### src/rtl/csr_mtimer_if.sv
// csr_mtimer_if: single-cycle request/acknowledge data-bus port of the
// machine timer.
//   i_req   : request, one transaction per cycle it is high
//   i_we    : 1 = write, 0 = read (qualified by i_req)
//   i_addr  : byte offset (0x0/0x4 mtime lo/hi, 0x8/0xC mtimecmp lo/hi)
//   i_wdata : write data
//   o_ack   : response, exactly one cycle after the request
//   o_rdata : read data, zero whenever o_ack is low or on a write ack
//   o_err   : misaligned offset, valid with o_ack
// Modports: master drives requests, slave (the timer) drives responses.
interface csr_mtimer_if #(
  parameter int XLEN = 32
);
  logic            i_req;
  logic            i_we;
  logic [3:0]      i_addr;
  logic [XLEN-1:0] i_wdata;
  logic            o_ack;
  logic [XLEN-1:0] o_rdata;
  logic            o_err;

  modport master (
    output i_req, i_we, i_addr, i_wdata,
    input  o_ack, o_rdata, o_err
  );

  modport slave (
    input  i_req, i_we, i_addr, i_wdata,
    output o_ack, o_rdata, o_err
  );
endinterface

### src/rtl/csr_mtimer.sv
// csr_mtimer: machine-mode timer. 64-bit free-running mtime advanced every
// PRESCALE clocks, 64-bit mtimecmp, and a registered interrupt-pending level
// o_mtip = (mtime >= mtimecmp) feeding the CSR trap logic (mip.MTIP).
// Ports:
//   i_clk  : clock
//   i_rst  : asynchronous active-high reset
//   bus    : csr_mtimer_if slave modport (request/ack register port)
//   o_mtip : machine timer interrupt pending
// Parameters: XLEN (only 32 supported), PRESCALE (1..65535).
module csr_mtimer #(
  parameter int XLEN     = 32,
  parameter int PRESCALE = 1
) (
  input  logic         i_clk,
  input  logic         i_rst,
  csr_mtimer_if.slave  bus,
  output logic         o_mtip
);

  localparam logic [15:0] LP_PS_MAX = 16'(PRESCALE - 1);

  logic [63:0]     r_mtime;
  logic [63:0]     r_mtimecmp;
  logic [15:0]     r_ps;
  logic            r_ack;
  logic            r_err;
  logic [XLEN-1:0] r_rdata;
  logic            r_mtip;

  logic            w_misal;
  logic            w_wr;
  logic            w_rd;
  logic            w_wr_mtime;
  logic            w_wr_cmp;
  logic            w_tick;
  logic [XLEN-1:0] w_rd_word;
  logic [63:0]     w_mtime_nxt;
  logic [63:0]     w_mtimecmp_nxt;
  logic [15:0]     w_ps_nxt;

  assign w_misal    = (bus.i_addr[1:0] != 2'b00);
  assign w_wr       = bus.i_req & bus.i_we & ~w_misal;
  assign w_rd       = bus.i_req & ~bus.i_we & ~w_misal;
  assign w_wr_mtime = w_wr & ~bus.i_addr[3];
  assign w_wr_cmp   = w_wr & bus.i_addr[3];
  assign w_tick     = (r_ps == LP_PS_MAX);

  always_comb begin
    w_rd_word = '0;
    case (bus.i_addr[3:2])
      2'b00:   w_rd_word = r_mtime[31:0];
      2'b01:   w_rd_word = r_mtime[63:32];
      2'b10:   w_rd_word = r_mtimecmp[31:0];
      default: w_rd_word = r_mtimecmp[63:32];
    endcase
  end

  // A write to either mtime half takes priority over a coinciding tick:
  // the counter holds exactly the written value and the prescaler restarts.
  always_comb begin
    w_mtime_nxt = r_mtime;
    w_ps_nxt    = r_ps;
    if (w_wr_mtime) begin
      if (bus.i_addr[2]) w_mtime_nxt[63:32] = bus.i_wdata;
      else               w_mtime_nxt[31:0]  = bus.i_wdata;
      w_ps_nxt = '0;
    end else if (w_tick) begin
      w_mtime_nxt = r_mtime + 64'd1;
      w_ps_nxt    = '0;
    end else begin
      w_ps_nxt = r_ps + 16'd1;
    end
  end

  always_comb begin
    w_mtimecmp_nxt = r_mtimecmp;
    if (w_wr_cmp) begin
      if (bus.i_addr[2]) w_mtimecmp_nxt[63:32] = bus.i_wdata;
      else               w_mtimecmp_nxt[31:0]  = bus.i_wdata;
    end
  end

  always_ff @(posedge i_clk or posedge i_rst) begin
    if (i_rst) begin
      r_mtime    <= '0;
      r_mtimecmp <= '1;
      r_ps       <= '0;
      r_ack      <= 1'b0;
      r_err      <= 1'b0;
      r_rdata    <= '0;
      r_mtip     <= 1'b0;
    end else begin
      r_mtime    <= w_mtime_nxt;
      r_mtimecmp <= w_mtimecmp_nxt;
      r_ps       <= w_ps_nxt;
      r_ack      <= bus.i_req;
      r_err      <= bus.i_req & w_misal;
      r_rdata    <= w_rd ? w_rd_word : '0;
      // Compares the current registers, so any change shows one cycle later.
      r_mtip     <= (r_mtime >= r_mtimecmp);
    end
  end

  assign bus.o_ack   = r_ack;
  assign bus.o_err   = r_err;
  assign bus.o_rdata = r_rdata;
  assign o_mtip      = r_mtip;

endmodule

### src/flat_wrapper.sv
// flat-port wrapper written by rule: the top's interface ports become plain ports
module csr_mtimer_flat 
#(
  parameter int XLEN     = 32,
  parameter int PRESCALE = 1
)
  (i_clk, i_rst, o_mtip, bus_i_req, bus_i_we, bus_i_addr, bus_i_wdata, bus_o_ack, bus_o_rdata, bus_o_err);
  csr_mtimer_if #(.XLEN(XLEN)) bus_i ();
  input  logic i_clk;
  input  logic i_rst;
  output logic o_mtip;
  input wire logic [$bits(bus_i.i_req)-1:0] bus_i_req;
  input wire logic [$bits(bus_i.i_we)-1:0] bus_i_we;
  input wire logic [$bits(bus_i.i_addr)-1:0] bus_i_addr;
  input wire logic [$bits(bus_i.i_wdata)-1:0] bus_i_wdata;
  output wire logic [$bits(bus_i.o_ack)-1:0] bus_o_ack;
  output wire logic [$bits(bus_i.o_rdata)-1:0] bus_o_rdata;
  output wire logic [$bits(bus_i.o_err)-1:0] bus_o_err;
  assign bus_i.i_req = bus_i_req;
  assign bus_i.i_we = bus_i_we;
  assign bus_i.i_addr = bus_i_addr;
  assign bus_i.i_wdata = bus_i_wdata;
  assign bus_o_ack = bus_i.o_ack;
  assign bus_o_rdata = bus_i.o_rdata;
  assign bus_o_err = bus_i.o_err;
  csr_mtimer #(.XLEN(XLEN), .PRESCALE(PRESCALE)) u_core (.i_clk(i_clk), .i_rst(i_rst), .bus(bus_i), .o_mtip(o_mtip));
endmodule
### config.mk
export PLATFORM = sky130hd
export DESIGN_NAME = csr_mtimer_flat
export DESIGN_NICKNAME = d
export VERILOG_FILES = /design/src/rtl/csr_mtimer_if.sv /design/src/rtl/csr_mtimer.sv /design/src/flat_wrapper.sv
export SDC_FILE = /design/constraint.sdc
export NUM_CORES = 1
export LEC_CHECK = 0
export BUFFER_PORTS_ARGS = -buffer_cell sky130_fd_sc_hd__buf_4
export CORE_ASPECT_RATIO = 0.7
export CORE_MARGIN = 10
export CORE_UTILIZATION = 60
export CTS_CLUSTER_SIZE = 30
export DETAILED_ROUTE_END_ITERATION = 6
export MAX_ROUTING_LAYER = met4
export PLACE_DENSITY_LB_ADDON = 0.08
export SYNTH_ARGS = -nofsm -noshare
export SYNTH_HDL_FRONTEND = slang
export SYNTH_SLANG_ARGS = --single-unit
### constraint.sdc
create_clock -name i_clk -period 8.22 [get_ports i_clk]
set_clock_uncertainty 0.05 [all_clocks]
set_input_delay 0.411 -clock i_clk [delete_from_list [all_inputs] [get_ports i_clk]]
set_output_delay 0.411 -clock i_clk [all_outputs]
set_load 0.01 [all_outputs]
# Word-level counts from Yosys, hierarchy flattened

Index checks and enable logic that the tools add are counted.

Output and inout port bits: 35
Memory bits (writable): 0
Word-level logic and storage cells: 43
Latch bits: 0
Register bits: 179
Memories: 0
ROM bits: 0

Add/sub/neg operators: 2
Reductions and logical operators: 8
Equal/unequal tests: 4
Shifts and indexed selects: 0
$lt $le $gt $ge: 1
Divide/modulo/power cells: 0
Multipliers: 0
Muxes and demuxes: 8
Bitwise logic cells: 11

Operators with widths:

| kind                  | count |
|---|---|
| $mux 64               | 2 |
| $mux 32               | 3 |
| $pmux 32 s3           | 1 |
| $add 64x1->64 const B | 1 |
| $ge 64x64->1          | 1 |
| $mux 16               | 2 |
| $add 16x1->16 const B | 1 |
| $logic_not 16->1      | 1 |
| $reduce_and 2->1      | 4 |
| $and 1x1->1           | 7 |
| $ne 2x2->1 const B    | 2 |
| $not 1->1             | 4 |
| $reduce_bool 2->1     | 2 |
| $eq 2x1->1 const B    | 1 |
| $eq 2x2->1 const B    | 1 |
| $logic_not 2->1       | 1 |

# Longest topological paths before layout

Gate-level depths: netlist (run 1).

Depth in word-level cells: 6
Depth in mapped cells: 10

# Least setup slack after synthesis (run 1)

OpenSTA, ideal clock, no wires.

Path kind: reg2reg
From: reg u_core.r_mtime[1]
To: reg u_core.r_mtime[36]
Setup time: 0.121 ns
Clock period less this slack: 2.358 ns
Cell stages (with the launch flop): 8
Arrival: 2.187 ns
Required time: 8.049 ns
Slack: 5.862 ns
Cell sequence: dfrtp_1 > ha_1 > nand3_4 > or4_4 > nor4_4 > and3_1 > a31oi_1 > o22a_1

Word-level cells in the longest chain between the ends: 3

RTL lines:

| what                   | line             | text |
|---|---|---|
| start, declared        | csr_mtimer.sv:22 | `logic [63:0] r_mtime;` |
| start signal, assigned | csr_mtimer.sv:93 | `r_mtime <= w_mtime_nxt;` |
| $add 64x1->64          | csr_mtimer.sv:68 | `w_mtime_nxt = r_mtime + 64'd1;` |
| $mux 64                | csr_mtimer.sv:67 | `end else if (w_tick) begin` |
| $mux 64                | csr_mtimer.sv:63 | `if (w_wr_mtime) begin` |

Every way passes these cells. The select of a mux whose other input is x is not followed.
A chain may end at the register's enable or synchronous reset.

# Worst setup path after layout (run 1)

From: reg u_core.r_mtime[1]
To: reg u_core.r_mtime[46]

The elaborated chain is that of the path after synthesis.

==> results of run 1 <==
-- logic make-up (layout without fill, tap and decap cells) --
kind of cell,after synthesis,after routing
AND/OR/NAND/NOR,321,321
AO/OA/AOI/OAI,257,257
XOR/XNOR,14,14
buffers and inverters,128,188
adder cells (fa/ha/maj),67,67
flip-flops,179,179
multiplexers,96,96
-- where the power goes --
part           switching [W]  internal [W]  leakage (nW)  total (W)
Clock               0.000370      0.000463         0.284   0.000833
Combinational       0.000391      0.000394          2.83   0.000785
Sequential          0.000232       0.00108          2.10    0.00132
-- registers in the layout, summed over array words and instances, names as in the netlist --
signal,cells
u_core.o_mtip,1
u_core.bus.o_err,1
u_core.bus.o_ack,1
u_core.r_mtime,64
u_core.bus.o_rdata,32
u_core.r_mtimecmp,64
u_core.r_ps,16
-- metrics by stage --
| stage | total power, W | std cells |
|---|---|---|
| final | 0.00293 | 1358 |
| after detailed placement | 0.00209 | 1326 |
| after CTS | 0.00293 | 1358 |
| after global routing | 0.00310 | 1358 |
| after floorplan | 0.00184 | 1062 |
| after global placement | 0.00206 | 1326 |
-- critical path: stages, from the launching register on --
cell	delay, ns
dfrtp_1	0.47
ha_1	0.31
nand3_4	0.16
nor4_4	0.58
nand3_2	0.37
nor3_1	0.52
a41oi_1	0.18
o22a_1	0.22
-- Yosys cell counts, types with 31 or more instances --
cell | instances | area [µm²]
mux2_2 | 62 | 698
ha_1 | 67 | 838
mux4_2 | 31 | 698
nor2_1 | 79 | 297
nand3_1 | 39 | 195
nand2_1 | 59 | 221
inv_1 | 74 | 278
dfstp_2 | 64 | 1680
o21ai_0 | 31 | 155
a21oi_1 | 99 | 495
dfrtp_1 | 115 | 2880
clkbuf_1 | 35 | 131
nor2b_1 | 35 | 219
-- metal layers --
| metal | wire, µm | vias up | global-route usage [%] |
|---|---|---|---|
| li1 | - | 4015 | - |
| met1 | 13600 | 4307 | 35.3 |
| met2 | 12500 | 348 | 34.2 |
| met3 | 2400 | 32 | 5.42 |
| met4 | 384 | 0 | 5.90 |
| met5 | 0 | - | - |
-- final timing paths --
path                                       from                     end  slack, ns
hold / removal                        bus_i_req        u_core.bus.o_ack       0.05
setup reg to reg              u_core.r_mtime[1]      u_core.r_mtime[46]       5.27
min in group asynchronous                 i_rst   u_core.bus.o_rdata[3]       0.14
max in group asynchronous                 i_rst  u_core.bus.o_rdata[18]       6.55
hold reg to reg            u_core.r_mtimecmp[3]    u_core.r_mtimecmp[3]       0.45
setup / recovery              u_core.r_mtime[1]      u_core.r_mtime[46]       5.27
-- area by class of cell --
class                           count  share of cell area (%)
Multi-Input combinational cell    755                    48.0
Sequential cell                   179                    37.4
Timing Repair Buffer               82                    5.04
Clock buffer                       20                    3.66
Tap cell                          236                    2.42
Inverter                           74                    2.32
Clock inverter                     12                    1.18
-- cells in the final DEF, fill, tap and decap left out, types with 5 or more instances in the layout --
cell type,instances
a211oi_1,5
a21o_1,9
a21oi_1,98
a2bb2oi_1,5
a31oi_1,17
a41oi_1,10
and2_1,5
and3_1,19
and4_1,11
buf_4,82
clkbuf_16,17
dfrtp_1,115
dfstp_2,64
ha_1,67
inv_1,73
inv_6,5
mux2_2,62
mux4_2,31
nand2_1,59
nand3_1,38
nand4_1,24
nor2_1,79
nor2b_1,34
nor3_1,12
nor4_1,7
o21a_1,13
o21ai_0,31
o22a_1,29
o22ai_1,13
xnor2_1,5
xor2_1,9
==> metrics.txt, run 1 <==
FF+latch area 4560 µm²; CTS tree done; Setup Viol. Count Final 0; DRT Wirelength 29000 µm; ant diodes 0; Post-synth top flop dfrtp_1; Die W 181 µm; Netlist cell types 72; Slew @ Worst Pin 1.10 ns; DP Area 11600 µm²; simple-gate area share of the yosys netlist 16.2%; Post-DP HPWL 20000 µm; RSZ-0062 raised after global routing false; cell area after synthesis 10900 µm²; Initial Utilization 60.9%; DRT iter0 DRCs 962; number of synthesized flops with an enable pin 0; post-route ant nets 0; YS warnings 0; WHS Path Cells 1; CP endpoint kind flop; worst endpoint required time 8.50 ns; Final WS setup 5.27 ns; Resized cells post-CTS 0; clock buffer count from CTS 17; Layout area overhead 11.6%; first-pass GRT wire length 46500 µm; IO Port Bufs 74; Pre-antenna DRT Iters 5; Max-cap violations 0; DRC viols 0; post-synthesis mux area share 13.3%; Die Footprint 24100 µm²; Critical Path Start Type flop; crit share post-route 35.9%; CTS Hold Buffers Added 0; sequential area share after synthesis 41.7%; # rows 41; Place WS 5.02 ns; num ports 75; setup TNS 0 ns; post-CTS setup repair buffer count 0; Nets 1216; Hold Fails Final Rpt 0; clk sink count 179; Compound-Gate Fraction of Synth Area 15.1%; post-synthesis adder-cell area fraction 7.67%; Final Util 68.0%; Avg Vias per Cell 6.41; # fillers 1451; worst hold path type in -> reg; number of cells on the worst reg-to-reg path 7; Post-synth ARST share 100%; Core Footprint 18000 µm²; CTS Buffer Depth 2; largest net degree at the start of global routing 113; Rel. slew slack 24.8%; synthesized flop and latch total 179; routability cong. 0.955; initial antenna violation count 0; pwr dens 240 nW/µm²; CP arrival 3.23 ns; area occupied by multi-input gates 5860 µm²; gr ovfl total 0; cells after synthesis 1062; worst vdd ir 149 µV; Clk Latency, worst-skew pair 0.44 ns; vias in the first global route 8286; via count 8702; Final Cell Area 12200 µm²; Crit Path Class reg -> reg; Fin Hold WS 0.0533 ns; maximum clock frequency 339 MHz; per-cell routed wire length 21.3 µm; Die Span Y 133 µm; largest family of logic cells by synthesized area simple AND/OR/NAND/NOR gates; H-tree levels 4; layout cell share with drive strength beyond 1 26.7%; CTS clk-pin slew, worst paths 0.07 ns; total track usage 24.5%; root buf cell clkbuf_16; post-route minimum period 2.95 ns; synthesized area per cell 10.3 µm²; Lkg Pwr 5.22 nW; Mapped Nets 1169; max-slew violations 0; status complete, no violations; Crit Path Max Fanout 10; XOR/XNOR share of the synthesized area 1.12%
No activity file was read; power rests on OpenSTA's default activity.
==> inputs of run 2 (changes only) <==
- clock period: 8.22 -> 2.8 ns (I/O delays scaled with it)
==> run 2 against run 1 <==
Effect of this change:
- cell area grew 5.2%
- non-clock buffer count up 64
- largest power group unchanged
- first-iteration DRC count grew 16%
- die area is the same
- largest cell class unchanged
- cell count increased by 4.7%
- via count increased by 5.7%
- routed wire length up 6.9%
- flip-flop and latch count is the same
==> metrics.txt, run 2 (synthesized netlist as in run 1, its figures left out) <==
status complete, no violations; total track usage 26.4%; Critical Path Start Type flop; ant diodes 0; worst endpoint required time 3.07 ns; per-cell routed wire length 21.8 µm; largest net degree at the start of global routing 99; pwr dens 694 nW/µm²; Post-DP HPWL 21800 µm; Place WS 0.197 ns; Lkg Pwr 5.53 nW; initial antenna violation count 0; worst hold path type in -> reg; most frequent cells in the layout dfrtp_1, buf_4, a21oi_1; Crit Path Max Fanout 7; vias in the first global route 8917; IO Port Bufs 74; # rows 41; Crit Path Class reg -> reg; most common cell after layout, fill and taps aside dfrtp_1; Pre-antenna DRT Iters 7; num ports 75; area occupied by multi-input gates 5870 µm²; Clk Latency, worst-skew pair 0.44 ns; Die W 181 µm; via count 9200; Slew @ Worst Pin 1.19 ns; global routing usage on met3 6.73%; first-pass GRT wire length 49900 µm; Die Span Y 133 µm; maximum clock frequency 377 MHz; post-route ant nets 0; crit share post-route 94.7%; DRT iter0 DRCs 1115; DRC viols 0; root buf cell clkbuf_16; CP endpoint kind flop; Core Footprint 18000 µm²; max-slew violations 0; gr ovfl total 0; setup TNS 0 ns; # fillers 1345; FF+latch area 4560 µm²; RSZ-0062 raised after global routing false; post-route minimum period 2.65 ns; Initial Utilization 60.9%; Nets 1280; DRT Wirelength 31000 µm; Die Footprint 24100 µm²; CTS Buffer Depth 2; Most Used Layer, Global Route met1; Layout area overhead 17.5%; CTS clk-pin slew, worst paths 0.07 ns; CP arrival 2.92 ns; met1 Usage GRT 37.2%; CTS tree done; Rel. slew slack 18.8%; Final WS setup 0.147 ns; clock buffer count from CTS 17; routability cong. 0.947; Max-cap violations 0; Hold Fails Final Rpt 0; Pwr Total 0.00891 W; Setup Viol. Count Final 0; routing usage on met2 37.1%; layout cell share with drive strength beyond 1 27.7%; H-tree levels 4; worst vdd ir 388 µV; clk sink count 179; Avg Vias per Cell 6.47
[run 2: routing by layer]
layer	up-vias	routed length, µm
met5	-	0
met4	0	412
met3	33	3000
met2	439	13500
met1	4581	14000
li1	4147	-
[run 2: worst max-delay path, stage by stage, from the launching register on]
cell and delay [ns]:
dfrtp_1 0.46, ha_1 0.29, nand3_4 0.15, or4_4 0.61
nor4_4 0.42, and3_1 0.25, a31oi_1 0.09, o22a_1 0.22
[run 2: layout make-up]
type / instances / area share [%]
clock inverter: 11 / 1.38
timing repair buffer: 146 / 9.51
clock buffer: 21 / 3.43
inverter: 74 / 2.19
sequential: 179 / 35.5
tap: 236 / 2.30
multi-input combinational: 755 / 45.7
[run 2: per-stage QoR]
step	hold slack [ns]	util [%]	instance area, µm²	cells
2_1_floorplan	0.121	-	10900	1062
3_3_place_gp	0.223	66.1	11900	1355
3_5_place_dp	0.223	66.1	11900	1355
4_1_cts	0.0157	71.5	12800	1422
5_1_grt	0.0193	71.5	12800	1422
6_report	0.0212	71.5	12800	1422
[run 2: final timing paths]
path                            cells after the start  slack, ns                    end             startpoint
worst max register to register                      7       0.15     u_core.r_mtime[36]      u_core.r_mtime[1]
min in group asynchronous                           4       0.37  u_core.bus.o_rdata[3]                  i_rst
worst min-delay path                                3       0.02  u_core.r_mtimecmp[35]         bus_i_wdata[3]
worst max-delay path                                7       0.15     u_core.r_mtime[36]      u_core.r_mtime[1]
worst min register to register                      2       0.45  u_core.r_mtimecmp[35]  u_core.r_mtimecmp[35]
max in group asynchronous                           4       1.87  u_core.r_mtimecmp[17]                  i_rst
[run 2: where the power goes]
group	switching (W)	internal [W]	total, W
Sequential	0.000669	0.00319	0.00385
Clock	0.00106	0.00151	0.00256
Combinational	0.00124	0.00125	0.00250
Total	0.00297	0.00594	0.00891
[run 2: repair_timing]
| action | in CTS | in global routing |
|---|---|---|
| setup endpoints to repair | 0 | 1 |
| endpoints found under the hold margin | 181 | 0 |
| buffers inserted | 0 | 0 |
| resized for setup | 0 | 2 |
| hold buffers | 35 | 0 |
